==> src/rtl/cpu_bus_pkg.sv <==
// cpu_bus_pkg: bus source/destination code map shared by both ends of the CPU bus
package cpu_bus_pkg;
  localparam int NUM_GPR = 16;
  typedef enum logic [4:0] {
    CODE_NONE  = 5'd0,
    CODE_R0    = 5'd1,
    CODE_R15   = 5'd16,
    CODE_HI    = 5'd17,
    CODE_LO    = 5'd18,
    CODE_ZHI   = 5'd19,
    CODE_ZLO   = 5'd20,
    CODE_PC    = 5'd21,
    CODE_MDR   = 5'd22,
    CODE_INPORT = 5'd23,
    CODE_CSIGN = 5'd24,
    CODE_Y     = 5'd25,
    CODE_IR    = 5'd26,
    CODE_MAR   = 5'd27
  } bus_code_e;
  function automatic logic is_writable(input logic [4:0] c);
    return (c >= CODE_R0 && c <= CODE_R15) ||
           (c inside {CODE_HI, CODE_LO, CODE_PC, CODE_MDR, CODE_Y, CODE_IR, CODE_MAR});
  endfunction
endpackage

==> src/rtl/bus_destination_regfile_reg32.sv <==
// reg32: register with synchronous active-low clear and load enable
module reg32 #(
  parameter int W = 32
) (
  input  logic         clk,
  input  logic         clr_n,
  input  logic         ld,
  input  logic [W-1:0] d,
  output logic [W-1:0] q
);
  // clear wins over load; otherwise hold unless loaded
  always_ff @(posedge clk)
    q <= !clr_n ? '0 : ld ? d : q;
endmodule

==> src/rtl/bus_destination_regfile.sv <==
// bus_destination_regfile: bus-written register file with one-hot destination decode
module bus_destination_regfile
  import cpu_bus_pkg::*;
(
  input  logic        clk,
  input  logic        clr_n,
  input  logic [31:0] BusMuxOut,
  input  logic [4:0]  dest_select,
  input  logic        dest_we,
  output logic [31:0] BusMuxIn_R0,
  output logic [31:0] BusMuxIn_R1,
  output logic [31:0] BusMuxIn_R2,
  output logic [31:0] BusMuxIn_R3,
  output logic [31:0] BusMuxIn_R4,
  output logic [31:0] BusMuxIn_R5,
  output logic [31:0] BusMuxIn_R6,
  output logic [31:0] BusMuxIn_R7,
  output logic [31:0] BusMuxIn_R8,
  output logic [31:0] BusMuxIn_R9,
  output logic [31:0] BusMuxIn_R10,
  output logic [31:0] BusMuxIn_R11,
  output logic [31:0] BusMuxIn_R12,
  output logic [31:0] BusMuxIn_R13,
  output logic [31:0] BusMuxIn_R14,
  output logic [31:0] BusMuxIn_R15,
  output logic [31:0] BusMuxIn_HI,
  output logic [31:0] BusMuxIn_LO,
  output logic [31:0] BusMuxIn_PC,
  output logic [31:0] BusMuxIn_MDR,
  output logic [31:0] BusMuxIn_Y,
  output logic [31:0] BusMuxIn_IR,
  output logic [8:0]  BusMuxIn_MAR,
  output logic        illegal_dest,
  output logic        err_sticky,
  output logic [4:0]  last_dest
);
  logic        wr;
  logic        bad;
  logic [31:0] r [NUM_GPR];
  // a write is accepted only for a writable code; anything else is flagged
  always_comb begin
    wr  = dest_we && is_writable(dest_select);
    bad = dest_we && !is_writable(dest_select);
  end
  for (genvar g = 0; g < NUM_GPR; g++) begin : gpr
    reg32 u_r (.clk(clk), .clr_n(clr_n), .ld(wr && dest_select == 5'(int'(CODE_R0) + g)),
               .d(BusMuxOut), .q(r[g]));
  end
  reg32 u_hi  (.clk(clk), .clr_n(clr_n), .ld(wr && dest_select == CODE_HI),  .d(BusMuxOut), .q(BusMuxIn_HI));
  reg32 u_lo  (.clk(clk), .clr_n(clr_n), .ld(wr && dest_select == CODE_LO),  .d(BusMuxOut), .q(BusMuxIn_LO));
  reg32 u_pc  (.clk(clk), .clr_n(clr_n), .ld(wr && dest_select == CODE_PC),  .d(BusMuxOut), .q(BusMuxIn_PC));
  reg32 u_mdr (.clk(clk), .clr_n(clr_n), .ld(wr && dest_select == CODE_MDR), .d(BusMuxOut), .q(BusMuxIn_MDR));
  reg32 u_y   (.clk(clk), .clr_n(clr_n), .ld(wr && dest_select == CODE_Y),   .d(BusMuxOut), .q(BusMuxIn_Y));
  reg32 u_ir  (.clk(clk), .clr_n(clr_n), .ld(wr && dest_select == CODE_IR),  .d(BusMuxOut), .q(BusMuxIn_IR));
  reg32 #(.W(9)) u_mar (.clk(clk), .clr_n(clr_n), .ld(wr && dest_select == CODE_MAR),
                        .d(BusMuxOut[8:0]), .q(BusMuxIn_MAR));
  assign BusMuxIn_R0  = r[0];
  assign BusMuxIn_R1  = r[1];
  assign BusMuxIn_R2  = r[2];
  assign BusMuxIn_R3  = r[3];
  assign BusMuxIn_R4  = r[4];
  assign BusMuxIn_R5  = r[5];
  assign BusMuxIn_R6  = r[6];
  assign BusMuxIn_R7  = r[7];
  assign BusMuxIn_R8  = r[8];
  assign BusMuxIn_R9  = r[9];
  assign BusMuxIn_R10 = r[10];
  assign BusMuxIn_R11 = r[11];
  assign BusMuxIn_R12 = r[12];
  assign BusMuxIn_R13 = r[13];
  assign BusMuxIn_R14 = r[14];
  assign BusMuxIn_R15 = r[15];
  // status: one-cycle illegal pulse, sticky error, code of last accepted write
  always_ff @(posedge clk) begin
    illegal_dest <= clr_n && bad;
    err_sticky   <= clr_n && (err_sticky || bad);
    last_dest    <= !clr_n ? 5'd0 : wr ? dest_select : last_dest;
  end
endmodule

==> config.mk <==
export PLATFORM = sky130hd
export DESIGN_NAME = bus_destination_regfile
export DESIGN_NICKNAME = d
export VERILOG_FILES = /design/src/rtl/cpu_bus_pkg.sv /design/src/rtl/bus_destination_regfile_reg32.sv /design/src/rtl/bus_destination_regfile.sv
export SDC_FILE = /design/constraint.sdc
export NUM_CORES = 1
export LEC_CHECK = 0
export ABC_AREA = 1
export CAP_MARGIN = 5
export CORE_ASPECT_RATIO = 0.6
export CORE_MARGIN = 1
export CORE_UTILIZATION = 45
export DETAILED_ROUTE_END_ITERATION = 10
export HOLD_SLACK_MARGIN = 0.06
export PLACE_DENSITY_LB_ADDON = 0.15
export SLEW_MARGIN = 20
export SYNTH_ARGS = -nofsm -noshare
export SYNTH_HDL_FRONTEND = slang
export SYNTH_SLANG_ARGS = --single-unit
==> constraint.sdc <==
create_clock -name clk -period 1.95 [get_ports clk]
set_clock_uncertainty 0.1 [all_clocks]
set_input_delay 0.195 -clock clk [delete_from_list [all_inputs] [get_ports clk]]
set_output_delay 0.195 -clock clk [all_outputs]
set_load 0.05 [all_outputs]
==> flow_summary.toml <==
[outcome]
run_status = "complete, no violations"

[critical_path]
kind_of_cell_adding_the_most_delay_to_the_critical_path = "buffers and inverters"
crit_slowest_cell = "sky130_fd_sc_hd__dlygate4sd2_1"
r2r_cells = 4
critPathRequiredTime_ps = 1650
critical_path_peak_fanout = 2
critPathMaxStageDelay_ps = 560
timing.critical_path.from_type = "register"
endpoint_kind = "output pin"
worstPathCellList = "dlygate4sd2_1"
reg2reg_setup_slack_ps = 1080
critical_path.reg2reg.startpoint = "gpr[4].u_r.q[20]"
worstReg2RegEnd = "gpr[4].u_r.q[20]"
critPathKind = "register to output pin"
arrival_ps = 1610
critical_path.n_buffers_inverters = 1

[synth]
ys_top_cells_by_area = "sky130_fd_sc_hd__dfxtp_1, sky130_fd_sc_hd__inv_1, sky130_fd_sc_hd__nand2_1"
synth_cells = 5434
synthDominantAreaCellType = "sky130_fd_sc_hd__dfxtp_1"
synthesis.area_per_instance_sq_um = 6.34
ys.warnings.count = 0
synth.ff_latch_count = 720
synth_top_cell_area_share_pct = 41.8
synth-seq-area-share_pct = 41.8
synth.distinct_cells = 20
synth_nets = 5474
post_synth_instance_area_sq_um = 34500

[layout]
layout.cells.non_filler = 7119
finalNetCount = 6105
layout.cells.most_common = "sky130_fd_sc_hd__inv_1"
share_of_cells_above_drive_strength_1_pct = 7.39
postLayoutCoreUtil_pct = 60.8
syn_to_final_growth_pct = 33.4
mostFrequentLayoutCells = "sky130_fd_sc_hd__inv_1, sky130_fd_sc_hd__nand2_1, sky130_fd_sc_hd__dfxtp_1"

[clocking]
clkLatencyLatePin_ps = 630
cts-root-to-sink-buffers = 3
cts_sinks = 720
cts_buffers = 72
cts_tree = "done"
ctsRootBufferMaster = "sky130_fd_sc_hd__clkbuf_16"
cts_max_level = 3
clk_pin_slew_worst_paths_ps = 60
cts_setup_buffers = 0

[global_routing]
antenna_violations_before_repair = 9
grt_start_max_net_pins = 118
vias_in_the_first_global_route = 32000
grt_pass1_wl_microns = 204000
grt_overflow = 0
grt.total_usage_pct = 34.3

[die]
chipHeight_microns = 216
initial_core_util_pct = 45.6
dieWidth_microns = 359
core_area_sq_um = 75600
num_rows = 78
dieArea_sq_um = 77700
io_pins = 760

[placed_design]
routabilityCongestion = 0.869
placed_cells = 6988
dp_hpwl_microns = 89000
port_buffers = 759
place_ws_ps = -617

[hold_path]
worstHoldPathType = "input port to register"
holdPathStages = 4
holdPathEnd = "last_dest[3]"
hold_path_startpoint = "dest_select[3]"

[routing]
route.final.wire_length_microns = 138000
drtAntennaViolNets = 0
average_wire_per_cell_in_the_routed_design_microns = 19.4
route.detailed.vias_per_inst = 5.04
initialDrtViolationCount = 4226
first_pass_iters = 6
dr_total_vias = 35900
drcViolationCount = 0

[timing]
worst-slew-pin-transition_ps = 618
period_needed_ps = 1910
slew_headroom_pct = 58.8
finalCritPeriodShare_pct = 97.8
finalSetupViolCount = 0
fin_ws_ps = 43.0
hold_viol_final = 0
grt_setup_unrepaired = "no"
final_max_slew_viol_count = 0
fmax_ghz = 0.524
timing.hold.ws_ps = 52.0

[pwr]
power.leakage_nw = 24.5
max-vdd-ir-drop_v = 0.000600
power.density_cell_area_nw_per_um2 = 726

[flow_run]
max_cap_viol_count = 0
==> cell families (layout without fill, tap and decap cells) <==
logic type / Yosys count / in the layout / synth area share (%)
buffers and inverters: 1856 / 2537 / 21.5
other: 0 / 4 / 0
flip-flops: 720 / 720 / 41.8
AO/OA/AOI/OAI: 89 / 89 / 1.29
AND/OR/NAND/NOR: 2769 / 2769 / 35.4
==> registers in the layout (all words and copies together), names as in the netlist <==
name	count
u_ir.q	32
illegal_dest	1
u_mar.q	9
err_sticky	1
u_y.q	32
u_pc.q	32
gpr.u_r.q	512
u_mdr.q	32
u_lo.q	32
u_hi.q	32
last_dest	5
==> worst max-delay path by stage <==
stage | startpoint | to | slack (ps) | cells past startpoint
after CTS | u_ir.q[31] | BusMuxIn_IR[31] | 0.4 | 1
after global placement | dest_select[2] | gpr[4].u_r.q[9] | -620 | 12
after global routing | gpr[3].u_r.q[18] | BusMuxIn_R3[18] | 3 | 1
after detailed placement | dest_select[1] | gpr[14].u_r.q[24] | -620 | 12
after floorplan | dest_select[2] | gpr[3].u_r.q[29] | 180 | 12
final | gpr[4].u_r.q[20] | BusMuxIn_R4[20] | 40 | 1
==> Yosys cell counts <==
cell type                  instances
sky130_fd_sc_hd__inv_1          1417
sky130_fd_sc_hd__nand2_1        1358
sky130_fd_sc_hd__dfxtp_1         720
sky130_fd_sc_hd__nor2_1          700
sky130_fd_sc_hd__nand4_1         673
sky130_fd_sc_hd__clkbuf_1        197
sky130_fd_sc_hd__buf_1           117
sky130_fd_sc_hd__buf_2            70
sky130_fd_sc_hd__o21ai_0          47
sky130_fd_sc_hd__a21oi_1          42
sky130_fd_sc_hd__buf_6            42
sky130_fd_sc_hd__nand3_1          19
sky130_fd_sc_hd__nand3_2           9
sky130_fd_sc_hd__inv_2             7
sky130_fd_sc_hd__buf_4             6
sky130_fd_sc_hd__nor2_2            3
sky130_fd_sc_hd__nor4_2            3
sky130_fd_sc_hd__nor3_1            2
sky130_fd_sc_hd__nand2_4           1
sky130_fd_sc_hd__nor3_2            1
==> worst register-to-register path: cells and delay by family (launching register included) <==
kind	cells	cell delay [ps]
flip-flops	1	420
AND/OR/NAND/NOR	2	180
buffers and inverters	2	110
==> metal layers <==
layer | up-vias | part of all wire, % | routed length (microns) | global-route usage (%)
li1 | 17400 | - | - | -
met2 | 1806 | 44 | 60500 | 53.0
met4 | 8 | 4.5 | 6200 | 14.8
met1 | 16400 | 42 | 57700 | 46.5
met5 | - | 0.033 | 45 | 0
met3 | 331 | 9.9 | 13700 | 6.75
==> where the power goes <==
part / switching [W] / internal [W] / leakage, nW
combinational: 0.00284 / 0.00111 / 17.5
sequential: 0.000109 / 0.0149 / 5.81
clock: 0.00627 / 0.00819 / 1.17
==> layout make-up <==
type                            instances  area [sq um]
Inverter                             1424          5350
Fill cell                            7235         29700
Multi-Input combinational cell       2858         12800
Clock buffer                          102          2110
Clock inverter                         22           256
Tap cell                             1000          1250
Antenna cell                            4          10.0
Sequential cell                       720         14400
Timing Repair Buffer                  989          9790
==> stage by stage <==
step | setup TNS (ps) | area [sq um] | power [W]
2_1_floorplan | 0 | 34500 | 0.0177
3_3_place_gp | -347230 | 44300 | 0.0192
3_5_place_dp | -347090 | 44300 | 0.0192
4_1_cts | 0 | 45900 | 0.0334
5_1_grt | 0 | 45900 | 0.0343
6_report | 0 | 46000 | 0.0334
==> repair_timing <==
action	in CTS	in global routing
cloned	0	1
hold buffers	2	0
endpoints found under the setup margin	657	493
hold endpoints to repair	131	0
gates resized for setup	658	15
Power figures use the tool's default switching activity.
